## src/rtl/muldiv_pkg.sv

```systemverilog
// ============================================================================
// Module      : muldiv_pkg
// Description : Shared op encodings, FSM state type and sizing helpers for
//               the iterative multiply/divide unit.
// Revision    : 1.0 - initial release
// ============================================================================
`default_nettype none

package muldiv_pkg;

    localparam int XLEN_DEF = 32;

    localparam logic [2:0] OP_MULTU = 3'd0;
    localparam logic [2:0] OP_MULT  = 3'd1;
    localparam logic [2:0] OP_DIVU  = 3'd2;
    localparam logic [2:0] OP_DIV   = 3'd3;
    localparam logic [2:0] OP_MFHI  = 3'd4;
    localparam logic [2:0] OP_MFLO  = 3'd5;
    localparam logic [2:0] OP_MTHI  = 3'd6;
    localparam logic [2:0] OP_MTLO  = 3'd7;

    typedef enum logic [1:0] {
        IDLE = 2'd0,
        MUL  = 2'd1,
        DIV  = 2'd2
    } state_t;

    function automatic int cnt_width(input int xlen);
        return $clog2(xlen) + 1;
    endfunction

endpackage

`default_nettype wire

```

## src/rtl/muldiv_if.sv

```systemverilog
// ============================================================================
// Module      : muldiv_if
// Description : Request/response bundle between the register-file read ports,
//               the multiply/divide unit and the writeback path.
// Revision    : 1.0 - initial release
// ============================================================================
`default_nettype none

interface muldiv_if #(
    parameter int XLEN = muldiv_pkg::XLEN_DEF
);
    logic            Start;
    logic [2:0]      Op;
    logic [XLEN-1:0] Src_A;
    logic [XLEN-1:0] Src_B;
    logic            Busy;
    logic            Done;
    logic [XLEN-1:0] Rd_Data;
    logic [XLEN-1:0] HI;
    logic [XLEN-1:0] LO;

    modport master (
        output Start, Op, Src_A, Src_B,
        input  Busy, Done, Rd_Data, HI, LO
    );

    modport slave (
        input  Start, Op, Src_A, Src_B,
        output Busy, Done, Rd_Data, HI, LO
    );
endinterface

`default_nettype wire

```

## src/rtl/muldiv_divider.sv

```systemverilog
// ============================================================================
// Module      : muldiv_divider
// Description : Unsigned restoring divider, one quotient bit per step.
//               quotient/remainder show the values the current step produces.
// Revision    : 1.0 - initial release
// ============================================================================
`default_nettype none

module muldiv_divider #(
    parameter int XLEN = 32
) (
    input  wire logic            CLK,
    input  wire logic            RST,
    input  wire logic            load,
    input  wire logic            step,
    input  wire logic [XLEN-1:0] dividend,
    input  wire logic [XLEN-1:0] divisor,
    output logic      [XLEN-1:0] quotient,
    output logic      [XLEN-1:0] remainder
);
    logic [XLEN-1:0] r_rem;
    logic [XLEN-1:0] r_quo;
    logic [XLEN-1:0] r_dvs;
    logic [XLEN:0]   w_trial;
    logic [XLEN-1:0] w_diff;
    logic            w_ge;

    // r_quo starts as the dividend and shifts quotient bits in from the right
    assign w_trial   = {r_rem, r_quo[XLEN-1]};
    assign w_ge      = (w_trial >= {1'b0, r_dvs});
    assign w_diff    = w_trial[XLEN-1:0] - r_dvs;
    assign remainder = w_ge ? w_diff : w_trial[XLEN-1:0];
    assign quotient  = {r_quo[XLEN-2:0], w_ge};

    always_ff @(posedge CLK or posedge RST) begin
        if (RST) begin
            r_rem <= '0;
            r_quo <= '0;
            r_dvs <= '0;
        end else if (load) begin
            r_rem <= '0;
            r_quo <= dividend;
            r_dvs <= divisor;
        end else if (step) begin
            r_rem <= remainder;
            r_quo <= quotient;
        end
    end

endmodule

`default_nettype wire

```

## src/rtl/muldiv_unit.sv

```systemverilog
// ============================================================================
// Module      : muldiv_unit
// Description : Iterative MIPS multiply/divide unit with HI/LO registers.
//               Define MULDIV_DIV_EN to build the divider and DIV/DIVU support.
// Revision    : 1.0 - initial release
// ============================================================================
`default_nettype none

module muldiv_unit
    import muldiv_pkg::*;
#(
    parameter int XLEN = XLEN_DEF
) (
    input  wire logic CLK,
    input  wire logic RST,
    muldiv_if.slave   bus
);
    localparam int              c_cnt_w = cnt_width(XLEN);
    localparam logic [c_cnt_w-1:0] c_last = c_cnt_w'(XLEN - 1);

    state_t             r_state;
    state_t             w_state_nxt;
    logic               w_accept;
    logic [c_cnt_w-1:0] r_cnt;
    logic               r_busy;
    logic               r_done;
    logic [XLEN-1:0]    r_hi;
    logic [XLEN-1:0]    r_lo;
    logic [XLEN-1:0]    r_rd;

    logic [2*XLEN-1:0]  r_mcand;
    logic [XLEN-1:0]    r_mplier;
    logic [2*XLEN-1:0]  r_acc;
    logic               r_neg;
    logic [2*XLEN-1:0]  w_acc_nxt;
    logic [2*XLEN-1:0]  w_prod;

    logic               w_signed;
    logic               w_a_neg;
    logic               w_b_neg;
    logic [XLEN-1:0]    w_a_mag;
    logic [XLEN-1:0]    w_b_mag;
    logic               w_is_mul;

    // Op[0] marks the signed variant of both MULT and DIV
    assign w_signed = bus.Op[0];
    assign w_a_neg  = w_signed & bus.Src_A[XLEN-1];
    assign w_b_neg  = w_signed & bus.Src_B[XLEN-1];
    assign w_a_mag  = w_a_neg ? (~bus.Src_A + 1'b1) : bus.Src_A;
    assign w_b_mag  = w_b_neg ? (~bus.Src_B + 1'b1) : bus.Src_B;
    assign w_is_mul = (bus.Op == OP_MULTU) || (bus.Op == OP_MULT);

    assign w_acc_nxt = r_mplier[0] ? (r_acc + r_mcand) : r_acc;
    assign w_prod    = r_neg ? (~w_acc_nxt + 1'b1) : w_acc_nxt;

`ifdef MULDIV_DIV_EN
    logic               w_is_div;
    logic               r_rneg;
    logic               r_dz;
    logic [XLEN-1:0]    r_a_raw;
    logic [XLEN-1:0]    w_q_mag;
    logic [XLEN-1:0]    w_r_mag;
    logic [XLEN-1:0]    w_quo;
    logic [XLEN-1:0]    w_rem;

    assign w_is_div = (bus.Op == OP_DIVU) || (bus.Op == OP_DIV);

    muldiv_divider #(
        .XLEN      (XLEN)
    ) u_divider (
        .CLK       (CLK),
        .RST       (RST),
        .load      (w_accept && w_is_div),
        .step      (r_state == DIV),
        .dividend  (w_a_mag),
        .divisor   (w_b_mag),
        .quotient  (w_q_mag),
        .remainder (w_r_mag)
    );

    // Most-negative / -1 falls out naturally: magnitude quotient wraps to MIN
    assign w_quo = r_dz ? '1 : (r_neg ? (~w_q_mag + 1'b1) : w_q_mag);
    assign w_rem = r_dz ? r_a_raw : (r_rneg ? (~w_r_mag + 1'b1) : w_r_mag);
`endif

    always_ff @(posedge CLK or posedge RST) begin
        if (RST) begin
            r_state <= IDLE;
        end else begin
            r_state <= w_state_nxt;
        end
    end

    always_comb begin
        w_state_nxt = r_state;
        w_accept    = 1'b0;
        case (r_state)
            IDLE: begin
                if (bus.Start) begin
                    w_accept = 1'b1;
                    if (w_is_mul) begin
                        w_state_nxt = MUL;
                    end
`ifdef MULDIV_DIV_EN
                    else if (w_is_div) begin
                        w_state_nxt = DIV;
                    end
`endif
                end
            end
            MUL, DIV: begin
                if (r_cnt == c_last) begin
                    w_state_nxt = IDLE;
                end
            end
            default: w_state_nxt = IDLE;
        endcase
    end

    always_ff @(posedge CLK or posedge RST) begin
        if (RST) begin
            r_cnt    <= '0;
            r_busy   <= 1'b0;
            r_done   <= 1'b0;
            r_hi     <= '0;
            r_lo     <= '0;
            r_rd     <= '0;
            r_mcand  <= '0;
            r_mplier <= '0;
            r_acc    <= '0;
            r_neg    <= 1'b0;
`ifdef MULDIV_DIV_EN
            r_rneg   <= 1'b0;
            r_dz     <= 1'b0;
            r_a_raw  <= '0;
`endif
        end else begin
            r_busy <= (w_state_nxt != IDLE);
            r_done <= 1'b0;
            if (w_accept) begin
                // Single-cycle ops (including disabled divides) complete now
                r_done <= (w_state_nxt == IDLE);
                r_cnt  <= '0;
                case (bus.Op)
                    OP_MFHI: r_rd <= r_hi;
                    OP_MFLO: r_rd <= r_lo;
                    OP_MTHI: r_hi <= bus.Src_A;
                    OP_MTLO: r_lo <= bus.Src_A;
                    OP_MULTU, OP_MULT: begin
                        r_mcand  <= {{XLEN{1'b0}}, w_a_mag};
                        r_mplier <= w_b_mag;
                        r_acc    <= '0;
                        r_neg    <= w_a_neg ^ w_b_neg;
                    end
`ifdef MULDIV_DIV_EN
                    OP_DIVU, OP_DIV: begin
                        r_neg   <= w_a_neg ^ w_b_neg;
                        r_rneg  <= w_a_neg;
                        r_dz    <= (bus.Src_B == '0);
                        r_a_raw <= bus.Src_A;
                    end
`endif
                    default: ;
                endcase
            end else if (r_state == MUL) begin
                r_acc    <= w_acc_nxt;
                r_mcand  <= {r_mcand[2*XLEN-2:0], 1'b0};
                r_mplier <= {1'b0, r_mplier[XLEN-1:1]};
                r_cnt    <= r_cnt + 1'b1;
                if (r_cnt == c_last) begin
                    {r_hi, r_lo} <= w_prod;
                    r_done       <= 1'b1;
                    r_cnt        <= '0;
                end
            end
`ifdef MULDIV_DIV_EN
            else if (r_state == DIV) begin
                r_cnt <= r_cnt + 1'b1;
                if (r_cnt == c_last) begin
                    r_lo   <= w_quo;
                    r_hi   <= w_rem;
                    r_done <= 1'b1;
                    r_cnt  <= '0;
                end
            end
`endif
        end
    end

    assign bus.Busy    = r_busy;
    assign bus.Done    = r_done;
    assign bus.Rd_Data = r_rd;
    assign bus.HI      = r_hi;
    assign bus.LO      = r_lo;

endmodule

`default_nettype wire
```

## src/flat_wrapper.sv

```systemverilog
// flat-port wrapper written by rule: the top's interface ports become plain ports
module muldiv_unit_flat import muldiv_pkg::*;
#(
    parameter int XLEN = XLEN_DEF
)
  (CLK, RST, bus_Start, bus_Op, bus_Src_A, bus_Src_B, bus_Busy, bus_Done, bus_Rd_Data, bus_HI, bus_LO);
  muldiv_if #(.XLEN(XLEN)) bus_i ();
  input  wire logic CLK;
  input  wire logic RST;
  input wire logic [$bits(bus_i.Start)-1:0] bus_Start;
  input wire logic [$bits(bus_i.Op)-1:0] bus_Op;
  input wire logic [$bits(bus_i.Src_A)-1:0] bus_Src_A;
  input wire logic [$bits(bus_i.Src_B)-1:0] bus_Src_B;
  output wire logic [$bits(bus_i.Busy)-1:0] bus_Busy;
  output wire logic [$bits(bus_i.Done)-1:0] bus_Done;
  output wire logic [$bits(bus_i.Rd_Data)-1:0] bus_Rd_Data;
  output wire logic [$bits(bus_i.HI)-1:0] bus_HI;
  output wire logic [$bits(bus_i.LO)-1:0] bus_LO;
  assign bus_i.Start = bus_Start;
  assign bus_i.Op = bus_Op;
  assign bus_i.Src_A = bus_Src_A;
  assign bus_i.Src_B = bus_Src_B;
  assign bus_Busy = bus_i.Busy;
  assign bus_Done = bus_i.Done;
  assign bus_Rd_Data = bus_i.Rd_Data;
  assign bus_HI = bus_i.HI;
  assign bus_LO = bus_i.LO;
  muldiv_unit #(.XLEN(XLEN)) u_core (.CLK(CLK), .RST(RST), .bus(bus_i));
endmodule
```

## config.mk

```make
export PLATFORM = sky130hd
export DESIGN_NAME = muldiv_unit_flat
export DESIGN_NICKNAME = d
export VERILOG_FILES = /design/src/rtl/muldiv_pkg.sv /design/src/rtl/muldiv_if.sv /design/src/rtl/muldiv_divider.sv /design/src/rtl/muldiv_unit.sv /design/src/flat_wrapper.sv
export SDC_FILE = /design/constraint.sdc
export NUM_CORES = 1
export LEC_CHECK = 0
export CAP_MARGIN = 20
export CORE_MARGIN = 2
export CORE_UTILIZATION = 54
export CTS_CLUSTER_DIAMETER = 60
export DETAILED_ROUTE_END_ITERATION = 8
export HOLD_SLACK_MARGIN = 0.03
export PLACE_DENSITY = 0.78
export SYNTH_ARGS = -nofsm -noshare
export SYNTH_HDL_FRONTEND = slang
export SYNTH_SLANG_ARGS = --single-unit
export TNS_END_PERCENT = 10
```

## constraint.sdc

```tcl
create_clock -name CLK -period 8.45 [get_ports CLK]
set_clock_uncertainty 0.1 [all_clocks]
set_input_delay 1.69 -clock CLK [delete_from_list [all_inputs] [get_ports CLK]]
set_output_delay 1.69 -clock CLK [all_outputs]
set_load 0.01 [all_outputs]
```

==> reports/metrics.csv <==
metric,value,unit
grt.met3_usage,6.64,%
cts.htree.levels,1,
hold_path.startpoint,u_core.bus.Rd_Data[6],
utilization,62.8,%
clk_pin_slew_worst_paths,0.06,ns
drt-initial-drc-count,1880,
viasPerCell,6.63,
crit-reg2reg-launch,u_core.r_acc[0],
globalRoute.busiestLayer,met2,
synth.yosys.seq_area_share,34.4,%
finish.instance_area,22300,um2
cts_tree,done,
synthDistinctLibCells,104,
outcome,"complete, no violations",
hold_class,reg -> reg,
timing.max_cap.violations,0,
wl,66000,um
finalSetupTns,0,ns
die_w,194,um
layoutNonFillerInstCount,2965,
finalHoldViolations,0,
synthesis.area_per_instance,8.02,um2
floorplan.die.height,194,um
overall_power_consumption,7.72,mW
drt.antenna.violating_nets,0,
path_class,reg -> reg,
cells_on_worst_reg2reg_path,16,
ys.warnings.count,0,
syn_to_final_growth,14.9,%
synth-seq-cells,267,
ir_worst_vdd,254,uV
seqCellArea,6690,um2
ys_async_sr_fraction,100,%
post-place-cells,2909,
seqPwrFrac,26.9,%
worst_path_most_repeated_cell,sky130_fd_sc_hd__a21oi_1,
row_count,69,
cts_buffer_depth,3,
place.gp.congestion,1.00,
critical_path.n_buffers_inverters,1,
timing.critical_path.cells,ha_1 -> inv_1 -> fa_1 -> nand2b_1 -> a21oi_1 -> o31ai_2 -> a21oi_1 -> o311ai_0 -> a31oi_1 -> or2_1 -> or3_1 -> nor3_4 -> nand2_1 -> o21ai_0 -> xor2_1 -> a21oi_1,
p_int,4.06,mW
startpoint,u_core.r_acc[0],
dpl_worst_slack,3.08,ns
power.share.combinational,54.5,%
synth_cells,2418,
worst-r2r-setup-slack,3.08,ns
cts_inserted_buffers,30,
static_power_due_to_leakage,9.13,nW
grt_pass1_wl,104000,um
initial_core_util,54.7,%
final_net_count,2621,
ctsResizeCount,0,
number_of_cells_traversed_by_the_worst_hold_path,2,
via_count_of_the_first_global_routing_pass,18800,
timing.slew.headroom,28.0,%
postCtsSetupRepairBufs,0,
final.min_clock_period,5.37,ns
timing_max_transition_violations_final,0,
cts.hold.buffers_added,0,
synth_ff_type,sky130_fd_sc_hd__dfrtp_1,
critical_path.max_fanout,7,
netSwitchingPower,3.66,mW
max_fclk,186,MHz
yosys-top-cells-area,"sky130_fd_sc_hd__dfrtp_1, sky130_fd_sc_hd__nand2_1, sky130_fd_sc_hd__o21ai_0",
setup_repair_after_global_routing_missed_its_margin,false,
grt_usage,34.5,%
placed_area,21200,um2
arrival_time_at_the_worst_endpoint,5.69,ns
power_density,346,nW/um2
vias,19700,
share_of_the_synthesized_area_in_the_top_cell_type,34.4,%
clock_sink_count,267,
timing.final.crit_share,63.5,%
floorplan.io_pins,168,
grt_max_degree,164,
whs,0.379,ns
worstHoldEndpoint,u_core.bus.Rd_Data[6],
worst-endpoint-required,8.77,ns
power.share.clock,18.5,%
place.detailed.hpwl,49500,um
grt_antenna_before_repair,2,
crit_path_end_kind,register,
design.die.area,37500,um2
cp-start-kind,register,
fill_cells,3062,
synth-edff-count,0,
netlist_area,19400,um2
fraction_of_layout_cells_with_a_size_suffix_above_1,5.91,%
postLayoutSetupSlackWorst,3.08,ns
cpMaxStageDelayCell,sky130_fd_sc_hd__o311ai_0,
drt_drc_violations_left,0,
timing_worst_slew_pin_value,1.05,ns
gr-usage-met2,57.1,%
number_of_buffers_inserted_by_port_buffering,167,
clock_insertion_delay_worst_skew,0.58,ns
wl_per_cell,22.3,um
setup_viol,0,
number_of_iterations_in_the_first_detailed_routing_pass,6,
critPathMaxStageDelay,0.86,ns
critical_path.top_delay_family,compound AO/OA/AOI/OAI gates,
clk_root_buffer_cell,sky130_fd_sc_hd__clkbuf_16,
netlist.top_cell.by_area,sky130_fd_sc_hd__dfrtp_1,
grt.met1_usage,43.0,%
rr_endpoint,u_core.bus.HI[23],
power.switching_fraction,47.5,%
synthesis.nets,2559,
multi_input_area,11900,um2
core_area,35500,um2
grt_overflow_total,0,
## cell families (layout without fill, tap and decap cells)
kind of cell / Yosys count / after routing / synth area share, %
muxes: 43 / 43 / 2.31
buffers and inverters: 199 / 284 / 4.23
adders and majority gates: 71 / 71 / 4.62
and+or+nand+nor: 854 / 854 / 20.6
xor gates and xnor gates: 124 / 124 / 5.60
AOI/OAI and AO/OA: 860 / 860 / 28.2
other: 0 / 1 / 0
DFF: 267 / 267 / 34.4
## worst min-delay path: cells and delay by family (launching register included)
kind | cells | cell delay (ns)
flip-flops | 1 | 0.34
AO/OA/AOI/OAI | 1 | 0.06
AND/OR/NAND/NOR | 1 | 0.05
## layout by cell type (no fill, tap or decap), types with 18 or more instances in the layout
cell,n
sky130_fd_sc_hd__nand2_1,341
sky130_fd_sc_hd__o31ai_1,30
sky130_fd_sc_hd__a31oi_1,49
sky130_fd_sc_hd__or3_1,25
sky130_fd_sc_hd__xor2_1,58
sky130_fd_sc_hd__mux2i_1,28
sky130_fd_sc_hd__a21o_1,30
sky130_fd_sc_hd__nand3_1,41
sky130_fd_sc_hd__o21ai_0,248
sky130_fd_sc_hd__a22o_1,49
sky130_fd_sc_hd__o22ai_1,39
sky130_fd_sc_hd__clkbuf_16,31
sky130_fd_sc_hd__buf_4,18
sky130_fd_sc_hd__nor2_1,215
sky130_fd_sc_hd__ha_1,70
sky130_fd_sc_hd__dfrtp_1,266
sky130_fd_sc_hd__clkdlybuf4s50_1,167
sky130_fd_sc_hd__a21oi_1,227
sky130_fd_sc_hd__nor3_1,46
sky130_fd_sc_hd__inv_1,39
sky130_fd_sc_hd__nand4_1,41
sky130_fd_sc_hd__xnor2_1,66
sky130_fd_sc_hd__o211ai_1,23
sky130_fd_sc_hd__nand2b_1,29
## final cells by class
type                    count  area share (%)
flip-flops and latches    267            30.0
repair buffers            187            8.29
clock inverters            16            1.00
clock buffers              39            3.80
diodes                      1          0.0112
inverters                  42           0.724
well taps                 461            2.59
multi-input cells        1952            53.6
## synth_stat cells (15+ instances only)
library cell / count
sky130_fd_sc_hd__nand2_1: 342
sky130_fd_sc_hd__dfrtp_1: 267
sky130_fd_sc_hd__o21ai_0: 248
sky130_fd_sc_hd__a21oi_1: 228
sky130_fd_sc_hd__nor2_1: 215
sky130_fd_sc_hd__clkbuf_1: 116
sky130_fd_sc_hd__ha_1: 70
sky130_fd_sc_hd__xnor2_1: 66
sky130_fd_sc_hd__xor2_1: 58
sky130_fd_sc_hd__a22o_1: 49
sky130_fd_sc_hd__a31oi_1: 49
sky130_fd_sc_hd__nor3_1: 46
sky130_fd_sc_hd__nand3_1: 41
sky130_fd_sc_hd__nand4_1: 41
sky130_fd_sc_hd__inv_1: 40
sky130_fd_sc_hd__o22ai_1: 39
sky130_fd_sc_hd__a21o_1: 30
sky130_fd_sc_hd__o31ai_1: 30
sky130_fd_sc_hd__nand2b_1: 29
sky130_fd_sc_hd__mux2i_1: 28
sky130_fd_sc_hd__or3_1: 25
sky130_fd_sc_hd__buf_2: 23
sky130_fd_sc_hd__o211ai_1: 23
sky130_fd_sc_hd__nor4_1: 17
sky130_fd_sc_hd__mux2_2: 15
sky130_fd_sc_hd__o21a_1: 15
sky130_fd_sc_hd__o221ai_1: 15
## layer usage
metal	vias up	wire length [um]
met2	964	30800
met4	2	3950
met3	262	5400
met5	-	11
met1	9467	25800
li1	8958	-
## worst max-delay path by stage
| stage | to | depth (start not counted) |
|---|---|---|
| finish | u_core.bus.HI[23] | 16 |
| global route | u_core.bus.HI[23] | 16 |
| CTS | u_core.bus.HI[23] | 16 |
| detailed placement | u_core.bus.LO[12] | 8 |
| global placement | u_core.bus.LO[12] | 8 |
| floorplan | u_core.bus.Busy | 1 |
## power by group through the flow
stage / Combinational [mW] / Clock [mW] / Sequential [mW]
3_5_place_dp: 4.11 / 0 / 2.09
4_1_cts: 4.14 / 1.44 / 2.07
6_report: 4.21 / 1.43 / 2.08
2_1_floorplan: 2.78 / 0 / 2.00
5_1_grt: 4.54 / 1.49 / 2.12
3_3_place_gp: 4.03 / 0 / 2.07
## flip-flops by register name, indices dropped and copies added (netlist names)
name,flops
u_core.r_mplier,32
u_core.r_state,2
u_core.r_mcand,64
u_core.r_acc,64
u_core.bus.Done,1
u_core.bus.HI,32
u_core.bus.LO,32
u_core.r_cnt,6
u_core.r_neg,1
u_core.bus.Rd_Data,32
u_core.bus.Busy,1
Note: power is estimated with default switching activity, not from simulation.
